===== src/rtl/captcha_square_sequencer.sv =====
// Random 3x3-grid CAPTCHA: generates a square pattern, plays it to the mapper,
// then grades user clicks. Optional replay port: `define CAPTCHA_REPLAY_EN.
module captcha_square_sequencer #(
  parameter int         SEQ_LEN     = 4,
  parameter int         ON_TICKS    = 30,
  parameter int         GAP_TICKS   = 10,
  parameter logic [4:0] IDLE_SQUARE = 5'd9,
  parameter logic [7:0] LFSR_SEED   = 8'hA5
) (
  input  logic       clk,
  input  logic       rst_n,
  input  logic       tick,
  input  logic       start,
  input  logic       user_valid,
  input  logic [4:0] user_square,
`ifdef CAPTCHA_REPLAY_EN
  input  logic       replay,
`endif
  output logic [4:0] square,
  output logic       square_valid,
  output logic       busy,
  output logic       awaiting_input,
  output logic       pass,
  output logic       fail,
  output logic       done
);

  typedef enum logic [2:0] {
    S_IDLE, S_GEN, S_SHOW, S_GAP, S_INPUT, S_RESULT
  } state_e;

  localparam int IDX_W = (SEQ_LEN > 1) ? $clog2(SEQ_LEN) : 1;
  localparam int MAX_T = (ON_TICKS > GAP_TICKS) ? ON_TICKS : GAP_TICKS;
  localparam int CNT_W = (MAX_T > 1) ? $clog2(MAX_T) : 1;
  localparam logic [IDX_W-1:0] LAST_IDX = IDX_W'(SEQ_LEN - 1);
  localparam logic [CNT_W-1:0] ON_LAST  = CNT_W'(ON_TICKS - 1);
  localparam logic [CNT_W-1:0] GAP_LAST = CNT_W'(GAP_TICKS - 1);

  state_e                    state_q, state_d;
  logic [7:0]                lfsr_q, lfsr_d;
  logic [IDX_W-1:0]          idx_q, idx_d;
  logic [CNT_W-1:0]          cnt_q, cnt_d;
  logic [SEQ_LEN-1:0][3:0]   seq_q, seq_d;
  logic                      pass_q, pass_d, fail_q, fail_d, done_q, done_d;
  logic [3:0]                cand;
  logic                      cand_ok, user_hit, replay_w;

`ifdef CAPTCHA_REPLAY_EN
  assign replay_w = replay;
`else
  assign replay_w = 1'b0;
`endif

  // Free-running so the pattern depends on when start arrives.
  assign lfsr_d = {lfsr_q[6:0], lfsr_q[7] ^ lfsr_q[5] ^ lfsr_q[4] ^ lfsr_q[3]};

  assign cand     = lfsr_q[3:0];
  assign cand_ok  = (cand < 4'd9) &&
                    ((idx_q == '0) || (cand != seq_q[idx_q - 1'b1]));
  assign user_hit = (user_square < 5'd9) && (user_square == {1'b0, seq_q[idx_q]});

  always_comb begin
    state_d = state_q;
    idx_d   = idx_q;
    cnt_d   = cnt_q;
    seq_d   = seq_q;
    pass_d  = pass_q;
    fail_d  = fail_q;
    done_d  = 1'b0;
    case (state_q)
      S_IDLE: begin
        if (start) begin
          state_d = S_GEN;
          idx_d   = '0;
          cnt_d   = '0;
        end
      end
      S_GEN: begin
        if (cand_ok) begin
          seq_d[idx_q] = cand;
          if (idx_q == LAST_IDX) begin
            state_d = S_SHOW;
            idx_d   = '0;
            cnt_d   = '0;
          end else begin
            idx_d = idx_q + 1'b1;
          end
        end
      end
      S_SHOW: begin
        if (tick) begin
          if (cnt_q == ON_LAST) begin
            cnt_d = '0;
            if (idx_q == LAST_IDX) begin
              state_d = S_INPUT;
              idx_d   = '0;
            end else begin
              state_d = S_GAP;
            end
          end else begin
            cnt_d = cnt_q + 1'b1;
          end
        end
      end
      S_GAP: begin
        if (tick) begin
          if (cnt_q == GAP_LAST) begin
            state_d = S_SHOW;
            cnt_d   = '0;
            idx_d   = idx_q + 1'b1;
          end else begin
            cnt_d = cnt_q + 1'b1;
          end
        end
      end
      S_INPUT: begin
        if (replay_w) begin
          state_d = S_SHOW;
          idx_d   = '0;
          cnt_d   = '0;
          pass_d  = 1'b0;
          fail_d  = 1'b0;
        end else if (user_valid) begin
          if (!user_hit) begin
            state_d = S_RESULT;
            fail_d  = 1'b1;
            done_d  = 1'b1;
            idx_d   = '0;
          end else if (idx_q == LAST_IDX) begin
            state_d = S_RESULT;
            pass_d  = 1'b1;
            done_d  = 1'b1;
            idx_d   = '0;
          end else begin
            idx_d = idx_q + 1'b1;
          end
        end
      end
      S_RESULT: begin
        if (replay_w) begin
          state_d = S_SHOW;
          idx_d   = '0;
          cnt_d   = '0;
          pass_d  = 1'b0;
          fail_d  = 1'b0;
        end else if (start) begin
          state_d = S_GEN;
          idx_d   = '0;
          cnt_d   = '0;
          pass_d  = 1'b0;
          fail_d  = 1'b0;
        end
      end
      default: state_d = S_IDLE;
    endcase
  end

  always_ff @(posedge clk or negedge rst_n) begin
    if (!rst_n) begin
      state_q <= S_IDLE;
      lfsr_q  <= LFSR_SEED;
      idx_q   <= '0;
      cnt_q   <= '0;
      seq_q   <= '0;
      pass_q  <= 1'b0;
      fail_q  <= 1'b0;
      done_q  <= 1'b0;
    end else begin
      state_q <= state_d;
      lfsr_q  <= lfsr_d;
      idx_q   <= idx_d;
      cnt_q   <= cnt_d;
      seq_q   <= seq_d;
      pass_q  <= pass_d;
      fail_q  <= fail_d;
      done_q  <= done_d;
    end
  end

  // Decoded from state so an async reset reaches the outputs without a clock.
  assign square         = (state_q == S_SHOW) ? {1'b0, seq_q[idx_q]} : IDLE_SQUARE;
  assign square_valid   = (state_q == S_SHOW);
  assign busy           = (state_q == S_GEN) || (state_q == S_SHOW) || (state_q == S_GAP);
  assign awaiting_input = (state_q == S_INPUT);
  assign pass           = pass_q;
  assign fail           = fail_q;
  assign done           = done_q;

endmodule


===== config.mk =====
export PLATFORM = sky130hd
export DESIGN_NAME = captcha_square_sequencer
export DESIGN_NICKNAME = d
export VERILOG_FILES = /design/src/rtl/captcha_square_sequencer.sv
export SDC_FILE = /design/constraint.sdc
export NUM_CORES = 1
export LEC_CHECK = 0
export BUFFER_PORTS_ARGS = -buffer_cell sky130_fd_sc_hd__buf_4
export CAP_MARGIN = 15
export CORE_MARGIN = 3
export CORE_UTILIZATION = 45
export CTS_BUF_LIST = sky130_fd_sc_hd__clkbuf_8
export DETAILED_ROUTE_END_ITERATION = 10
export PLACE_DENSITY = 0.61
export SYNTH_ARGS = -nofsm -noshare
export SYNTH_HDL_FRONTEND = slang
export SYNTH_SLANG_ARGS = --single-unit

===== constraint.sdc =====
create_clock -name clk -period 3.2 [get_ports clk]
set_input_delay 0.48 -clock clk [delete_from_list [all_inputs] [get_ports clk]]
set_output_delay 0.48 -clock clk [all_outputs]
set_load 0.02 [all_outputs]

* Yosys cells after proc, flatten, opt, wreduce, memory -nomap -nowiden
Cells that the tools add are included.
** Word-level totals
- Bits in registers :: 37
- Input port bits :: 10
- Logic and storage cells :: 115
** Cells by class
- Add/sub/neg operators :: 3
- Order comparisons :: 5
- Equal/unequal tests :: 24
- Mux-type cells :: 51
- Bitwise operators :: 3
- Reduce and logical (&&, ||, !) cells :: 18
** Operators by type and width (number)
- $mux W5 :: 7
- $mux W3 :: 11
- $mux W2 :: 10
- $pmux W5 S4 :: 1
- $reduce_and A9 Y1 :: 2
- $bmux W4 S2 :: 2
- $bwmux W16 :: 1
- $mux W4 :: 4
- $ne A2 B2 Y1 const B :: 8
- $pmux W3 S5 :: 1
- $mux W1 :: 10
- $ne A2 B1 Y1 const B :: 5
- $pmux W2 S5 :: 1
- $demux W4 S2 :: 1
- $eq A3 B2 Y1 const B :: 2
- $eq A3 B3 Y1 const B :: 2
- $lt A2 B3 Y1 const B :: 2
- $reduce_and A6 Y1 :: 1
- $add A5 B1 Y5 const B :: 1
- $eq A5 B4 Y1 :: 1
- $eq A5 B4 Y1 const B :: 1
- $eq A5 B5 Y1 const B :: 1
- $lt A5 B4 Y1 const B :: 1
- $reduce_and A5 Y1 :: 1
- 20 further kinds :: 27

* Depth between registers and ports, before layout
Gate-level depths: netlist (run 1).
- Depth after elaboration :: 8
- Gate-level depth with buffers :: 10
- Mapped depth without buffers :: 8

* Least setup slack after synthesis (run 1)
OpenSTA, ideal clock, no wires.
- Path type :: flip-flop to flip-flop
- Start :: register idx_q[0]
- End :: register seq_q[12] in the netlist's numbering
- Library setup time :: 0.125 ns
- Arrival time :: 2.622 ns
- Required time :: 3.075 ns
- Slack :: 0.453 ns
- Stages on the path, launching flop included :: 11
- Buffers on the path :: 2
- Period minus slack after synthesis :: 2.747 ns
- Path through :: dfrtp_1 -> clkbuf_8 -> inv_1 -> ha_1 -> buf_8 -> mux4_1 -> xor2_1 -> a2111o_1 -> and3b_4 -> nand2_4 -> mux2_2
** Between the ends
- Cells in the longest elaborated chain, start to end :: 7
- Elaborated cells on any way between the ends :: 14
- Classes of those cells :: 1 x add/sub; 2 x order compare; 1 x eq/ne; 5 x mux; 5 x reduce/logical
** Ends and longest elaborated chain
- start: declaration :: line 41 : logic [IDX_W-1:0] idx_q, idx_d;
- start signal: assignment :: line 171 : idx_q <= idx_d;
- $sub A2 B1 Y2 :: line 59 : ((idx_q == '0) || (cand != seq_q[idx_q - 1'b1]));
- $bmux W4 S2 :: line 59
- $mux W4 (implied by the code) :: line 59
- $ne A4 B4 Y1 :: line 59
- $logic_or A1 B1 Y1 :: line 59
- $logic_and A1 B1 Y1 :: line 58 : assign cand_ok = (cand < 4'd9) &&
- $reduce_and A2 Y1 (no source line)
- end signal: assignment :: line 173 : seq_q <= seq_d;
- end: declaration :: line 43 : logic [SEQ_LEN-1:0][3:0] seq_q, seq_d;
Parallel ways exist; a longest one is shown, timed or not. The select of a mux whose other input is x is not followed.
A chain may end at the register's enable or synchronous reset.

* Worst setup path in the final report (run 1)
- Start :: register idx_q[0]
- End :: register seq_q[7] in the netlist's numbering
The elaborated chain is that of the path after synthesis.

==> results of run 1 <==
## final timing paths
kind / startpoint / end / slack (ns) / cells past startpoint
max: idx_q[0] / seq_q[7] / 0.57 / 8
min: rst_n / cnt_q[4] / 0.14 / 1
max reg2reg: idx_q[0] / seq_q[7] / 0.57 / 8
min reg2reg: lfsr_q[6] / lfsr_q[7] / 0.38 / 0
max in group asynchronous: rst_n / lfsr_q[2] / 2.71 / 1
min in group clk: lfsr_q[6] / lfsr_q[7] / 0.38 / 0
## critical path: stages (launching register included)
cell	delay, ns
dfrtp_1	0.36
inv_1	0.10
ha_1	0.44
mux4_1	0.34
xor2_1	0.16
a2111o_1	0.45
and3b_4	0.24
nand2_4	0.09
mux2_2	0.34
## Yosys cell counts, types with 2 or more instances
cell type / number / area (µm²)
a22oi_1: 2 / 15.01
clkbuf_1: 5 / 18.77
dfstp_2: 4 / 105.1
ha_1: 6 / 75.07
mux4_1: 4 / 105.1
o31ai_1: 2 / 15.01
clkbuf_8: 2 / 27.53
mux4_2: 3 / 67.56
xnor2_1: 3 / 26.28
or3_1: 2 / 12.51
nand2_4: 3 / 33.78
nor3_1: 6 / 30.03
dfrtp_1: 33 / 825.8
buf_6: 3 / 33.78
and3_1: 2 / 12.51
xor2_1: 6 / 52.55
a31oi_1: 2 / 12.51
mux2i_1: 6 / 60.06
inv_1: 8 / 30.03
nand3_1: 4 / 20.02
nor2b_1: 2 / 12.51
and3b_1: 2 / 17.52
nor3b_1: 3 / 22.52
a21oi_1: 6 / 30.03
mux2_2: 17 / 191.4
o31a_1: 2 / 17.52
nand2_1: 13 / 48.80
o21ai_0: 10 / 50.05
nor2_1: 12 / 45.04
nand4b_1: 2 / 17.52
## power groups by stage
stage	clock, µW	combinational, µW	sequential, µW
5_1_grt	352	877	635
3_5_place_dp	0	797	630
4_1_cts	324	801	620
3_3_place_gp	0	781	626
6_report	313	798	623
2_1_floorplan	0	680	591
## layout by cell type (no fill, tap or decap), types with 5 or more instances in the layout
| master | instances |
|---|---|
| o21ai_0 | 10 |
| inv_1 | 8 |
| nor3_1 | 6 |
| a21oi_1 | 6 |
| mux2_2 | 17 |
| xor2_1 | 6 |
| ha_1 | 6 |
| clkbuf_8 | 5 |
| buf_4 | 22 |
| nor2_1 | 12 |
| mux2i_1 | 6 |
| dfrtp_1 | 33 |
| nand2_1 | 13 |
## area by class of cell
class / instances / share of cell area (%)
Clock buffer: 5 / 2.716
Inverter: 8 / 1.185
Sequential cell: 37 / 36.74
Tap cell: 67 / 3.309
Multi-Input combinational cell: 147 / 48.84
Clock inverter: 3 / 0.6914
Timing Repair Buffer: 22 / 6.519
## per-stage QoR
step | hold WS, ns | util, % | power (µW)
6_report | 0.1362 | 52.60 | 1734
4_1_cts | 0.1606 | 52.60 | 1745
2_1_floorplan | 0.1844 | - | 1271
5_1_grt | 0.1641 | 52.60 | 1863
3_3_place_gp | 0.3397 | 50.81 | 1406
3_5_place_dp | 0.3673 | 50.81 | 1427
## per-layer routing
metal	global-route usage (%)	wire length (µm)	vias up	share of wire, %
met4	5.516	48	0	0.96
met3	4.408	244	6	4.9
met1	22.94	2179	842	44
li1	-	-	787	-
met5	0	0	-	0
met2	30.14	2538	40	51
## state kept, by name, summed over array words and instances, names as in the netlist
signal	count
cnt_q	5
done	1
fail	1
idx_q	2
lfsr_q	8
pass	1
seq_q	16
state_q	3
## cell families (layout without fill, tap and decap cells)
logic type	count (synthesis)	count (layout)	share of synthesized area [%]
and+or+nand+nor	61	61	15.55
AOI/OAI and AO/OA	40	40	12.94
DFF	37	37	40.46
muxes	30	30	18.43
buffers and inverters	20	38	5.764
xor gates and xnor gates	9	9	3.426
adders and majority gates	6	6	3.263
other	1	1	0.1630
==> impl_metrics.toml, run 1 <==
[run_status]
status = "completed"

[cts]
clock_path_buffers = 2
cts_tree = "built"
cts_resized = 0
h-tree-depth = 2
clock_insertion_delay_worst_skew_ns = 0.29
tritoncts.num_buffers = 5
tritoncts_num_sinks = 37
cts_hold_buf = 0
postCtsSetupBuffers = 0
cts-root-buf = "clkbuf_8"
clock_transition_time_at_the_flip_flop_clock_pins_of_the_worst_setup_and_hold_paths_ns = 0.08

[power]
p_switching_uw = 710.2
p_comb_share_pct = 46.0
pwr-share-clk_pct = 18.1
p_int_uw = 1024
power.sequential.fraction_pct = 35.9
power_density_mw_per_mm2 = 684.4
power_leakage_uw = 0.001244
worst_ir_drop_vdd_mv = 0.2866
power.share.switching_pct = 40.95

[setup_path]
worstPathArrival_ns = 2.80
path_max_fanout = 6
timing_worst_setup_path_type = "flop to flop"
start_kind = "flop"
endpoint_kind = "flop"
critPathRequiredTime_ns = 3.37

[global_routing]
grt_pass1_vias = 1702
grt_pass1_wl_um = 8514
globalRoute.totalOverflow = 0
grt_antenna_before_repair = 0
maximum_number_of_pins_on_one_net_before_global_route_repair = 38
globalRouteTotalUtil_pct = 17.98

[yosys]
synthesis_warning_total = 0
syn_area_per_cell_um2 = 11.28
synth_async_sr_flop_share_pct = 100.0
synth_enable_flop_cells = 0
ys_seq_area_share_pct = 40.46
yosys_most_used_dff = "dfrtp_1"
synth.net_count = 220
synth_seq_cells = 37
synthCells = 204
syn-cell-area_mm2 = 0.002301
synthDistinctLibCells = 59

[die]
floorplan.rows = 25
io_pins = 21
starting_density_of_the_core_pct = 47.77
die_width_um = 77.51
core_area_mm2 = 0.004817
chipHeight_um = 77.51
design.die.area_mm2 = 0.006007

[timing]
final_min_period_over_clock_period_pct = 82.33
slew_viol_final = 0
finalCriticalPeriod_ns = 2.635
worst_slew_pin_slew_ns = 0.5209
hold_viol_final = 0
final-setup-viol-count = 0
slew_headroom_pct = 65.27
setup_ws_ns = 0.5655
grt_setup_unrepaired = "no"
finalClockSkew_ns = 0.005506
max_freq_mhz = 379.6
totalNegativeSetupSlack_ns = 0

[cells_and_area]
design.final.nets = 237
multi_input_area_mm2 = 0.001237
fin_cells = 289
area_growth_pct = 10.11
n_antenna_cell = 0
fillerInstances = 460
seq_area_um2 = 930.9
stdcell_area_mm2 = 0.002534
fraction_of_final_layout_cells_with_drive_strength_greater_than_1_pct = 30.18

[route]
drt-total-wl_um = 5009
via_count = 1675
routed_len_inst_um = 17.33
route.antenna.remaining_nets = 0
remaining_drc_errors = 0
route.detailed.vias_per_inst = 5.796
drt_pass1_iterations = 4
drc_marker_count_from_the_first_detailed_route_iteration = 68

[placement]
detailedPlace.worstSlack_ns = 0.5832
detailed_place.area_mm2 = 0.002447
placed_cells = 281
detailedPlacementHpwl_um = 3820
routabilityCongestion = 0.9142
numPortBuffers = 19

[run]
max-cap-violations = 0

[worst_hold_path]
worstHoldPathType = "input pin to async pin"
Power figures use the tool's default switching activity.
==> run 2: changes to the inputs <==
ABC_AREA = 1   (was default)
PLACE_DENSITY = 0.64   (was 0.61)
clock period = 2.1 ns   (was 3.2 ns; I/O delays follow)
==> run 2 against run 1 <==
Against the previous run:
- largest cell class unchanged
- synthesized cell count grew 48%
- critical endpoint is now seq_q[14]
- critical path type unchanged
- area after synthesis rose by 0.11%
- power increased by 96%
- global-route usage up 0.50 points
- register-to-register slack lost 0.36 ns
==> impl_metrics.toml, run 2 <==
[yosys]
post_synth_main_area_contributors = "dfrtp_1 36%, nand2_1 17%, nand3_1 6.7%"
synth_fa_ha_area_share_pct = 3.259
synth_commonest_cells = "103 x nand2_1, 33 x dfrtp_1, 31 x nand3_1"
synthCells = 302
synth_seq_cells = 37
synthXorXnorAreaFrac_pct = 2.662
synth-simple-area-share_pct = 38.02
synthDistinctLibCells = 30
synth_enable_flop_cells = 0
syn-cell-area_mm2 = 0.002303
synth_async_sr_flop_share_pct = 100.0
yosysMostFrequentCell = "nand2_1"
synth_top_area_cell = "dfrtp_1"
ys_seq_area_share_pct = 40.41
synth_top_cell_area_share_pct = 35.85
synth.net_count = 318
synth_top_family_by_area = "simple AND/OR/NAND/NOR gates"
syn_area_per_cell_um2 = 7.627
synthesis_warning_total = 0
synth-compound-area-share_pct = 7.550
yosys_most_used_dff = "dfrtp_1"
synth_mux_area_share_pct = 0

[cts]
cts-root-buf = "clkbuf_8"
tritoncts.num_buffers = 5
clock_transition_time_at_the_flip_flop_clock_pins_of_the_worst_setup_and_hold_paths_ns = 0.08
clock_path_buffers = 2
cts_tree = "built"
tritoncts_num_sinks = 37
h-tree-depth = 2
clock_insertion_delay_worst_skew_ns = 0.30
postCtsSetupBuffers = 0

[global_routing]
globalRoute.totalOverflow = 0
grt_pass1_vias = 1860
maximum_number_of_pins_on_one_net_before_global_route_repair = 38
grt_pass1_wl_um = 8907
grt_antenna_before_repair = 0
globalRouteTotalUtil_pct = 18.48

[power]
power_leakage_uw = 0.001244
report.power.total_uw = 3396
worst_ir_drop_vdd_mv = 0.4933
power_density_mw_per_mm2 = 1286

[die]
die_width_um = 77.55
chipHeight_um = 77.55
floorplan.rows = 25
starting_density_of_the_core_pct = 47.51
core_area_mm2 = 0.004848
design.die.area_mm2 = 0.006013
io_pins = 21

[timing]
totalNegativeSetupSlack_ns = 0
slew_viol_final = 0
finalClockSkew_ns = 0.009566
grt_setup_unrepaired = "no"
final-setup-viol-count = 0
max_freq_mhz = 527.1
final_min_period_over_clock_period_pct = 90.34
hold_viol_final = 0
finalCriticalPeriod_ns = 1.897

[setup_path]
worstReg2RegStart = "idx_q[0]"
path_max_fanout = 8
cell_mode_on_critical_path = "nand2_1"
start_kind = "flop"
path_cells = "inv_8 > ha_4 > inv_1 > nand3_1 > nand2_1 > nand2_1 > nand2_1 > nor2_1 > nand3_1 > nand2_4 > inv_4 > nand3_4 > nand2_1 > o21ai_1"
crit_path_top_delay_cell = "dfrtp_2"
critPathRequiredTime_ns = 2.27
worstPathArrival_ns = 2.07
critical-path-max-stage-delay_ns = 0.45
reg2reg_depth = 14
endpoint_kind = "flop"
timing.reg2reg.setup_slack_ns = 0.20
timing_worst_setup_path_type = "flop to flop"
rr_endpoint = "seq_q[14]"

[placement]
numPortBuffers = 19
routabilityCongestion = 0.8541
detailedPlacementHpwl_um = 3791

[worst_hold_path]
min_delay_path_depth = 3
worst_hold_startpoint = "user_valid"
worstHoldPathType = "input pin to flop"
hold_path_sink = "done"

[run]
max-cap-violations = 0

[cells_and_area]
mostFrequentLayoutCells = "103 x nand2_1, 31 x nand3_1, 31 x dfrtp_1"
largest_reg_flops = 16
n_antenna_cell = 0
layout_top_registers = "seq_q (16), lfsr_q (8), cnt_q (5)"
fillerInstances = 465
layout.cells.most_common = "nand2_1"
fraction_of_final_layout_cells_with_drive_strength_greater_than_1_pct = 18.18
area_growth_pct = 14.61
max_flop_register = "seq_q"
design.final.nets = 345

[route]
drt_pass1_iterations = 4
remaining_drc_errors = 0
route.detailed.vias_per_inst = 4.952
via_count = 1966
routed_len_inst_um = 12.42
route.antenna.remaining_nets = 0
drt-total-wl_um = 4929
drc_marker_count_from_the_first_detailed_route_iteration = 187

[run_status]
status = "completed"
==> run 2: cell types whose count changed after synthesis, moves of 4 or more <==
cell	previous run	this run
inv_1	8	27
mux2i_1	6	0
clkbuf_1	5	0
nand2_1	13	103
mux4_1	4	0
nor2_1	12	23
nand3_4	0	4
mux2_2	17	0
o21ai_1	0	17
nand3_1	4	31
==> run 2: worst max path at each step <==
stage	startpoint	to	slack, ns	depth (start not counted)
6_report	idx_q[0]	seq_q[14]	0.20	14
5_1_grt	idx_q[1]	seq_q[14]	0.006	14
4_1_cts	state_q[2]	square[1]	0.06	6
3_5_place_dp	idx_q[0]	seq_q[13]	0.19	14
3_3_place_gp	idx_q[0]	seq_q[14]	0.23	14
2_1_floorplan	idx_q[0]	seq_q[15]	0.11	16
==> run 2: area by class of cell <==
class,count,area [µm²],share of cell area (%)
multi-input cells,229,1207,45.73
flip-flops and latches,37,933.4,35.36
inverters,31,126.4,4.787
clock inverters,3,22.52,0.8531
repair buffers,25,197.7,7.488
clock buffers,5,68.82,2.607
well taps,67,83.83,3.175
==> run 2: per-layer routing <==
layer	wire, µm	share of wire, %	up-vias	track usage [%]
met4	52	1.1	0	4.804
met1	2458	50	895	25.86
met5	0	0	-	0
li1	-	-	1025	-
met3	211	4.3	5	3.944
met2	2207	45	41	29.02
==> run 2: repair_timing <==
item | CTS | global route
endpoints found under the setup margin | 0 | 6
gates resized for setup | 0 | 5
endpoints found under the hold margin | 33 | 0
hold buffers | 1 | 0
==> run 2: logic make-up after synthesis <==
logic type,after synthesis
AND/OR/NAND/NOR,183
flip-flops,37
buffers and inverters,36
AO/OA/AOI/OAI,32
XOR/XNOR,7
adder cells (fa/ha/maj),6
other,1
==> run 2: power breakdown <==
group	internal [µW]	switching (µW)
registers	798	99.3
logic	719	1270
clock network	233	275
==> run 2: worst max-delay path, delay by kind of cell, from the launching register on <==
kind	cells	cell delay, ns
buffers and inverters	3	0.32
and+or+nand+nor	9	0.72
DFF	1	0.45
adders and majority gates	1	0.21
AOI/OAI and AO/OA	1	0.06
==> run 2: per-stage QoR <==
stage | setup WS, ns | instance area [µm²] | instances | hold WS (ns) | utilization (%)
2_1_floorplan | 0.1104 | 2316 | 302 | 0.01941 | -
3_3_place_gp | 0.2256 | 2524 | 388 | 0.3061 | 52.05
3_5_place_dp | 0.1880 | 2524 | 388 | 0.3069 | 52.05
4_1_cts | 0.06032 | 2625 | 397 | 0.2488 | 54.14
5_1_grt | 0.005584 | 2640 | 397 | 0.3020 | 54.45
6_report | 0.2029 | 2640 | 397 | 0.2542 | 54.45
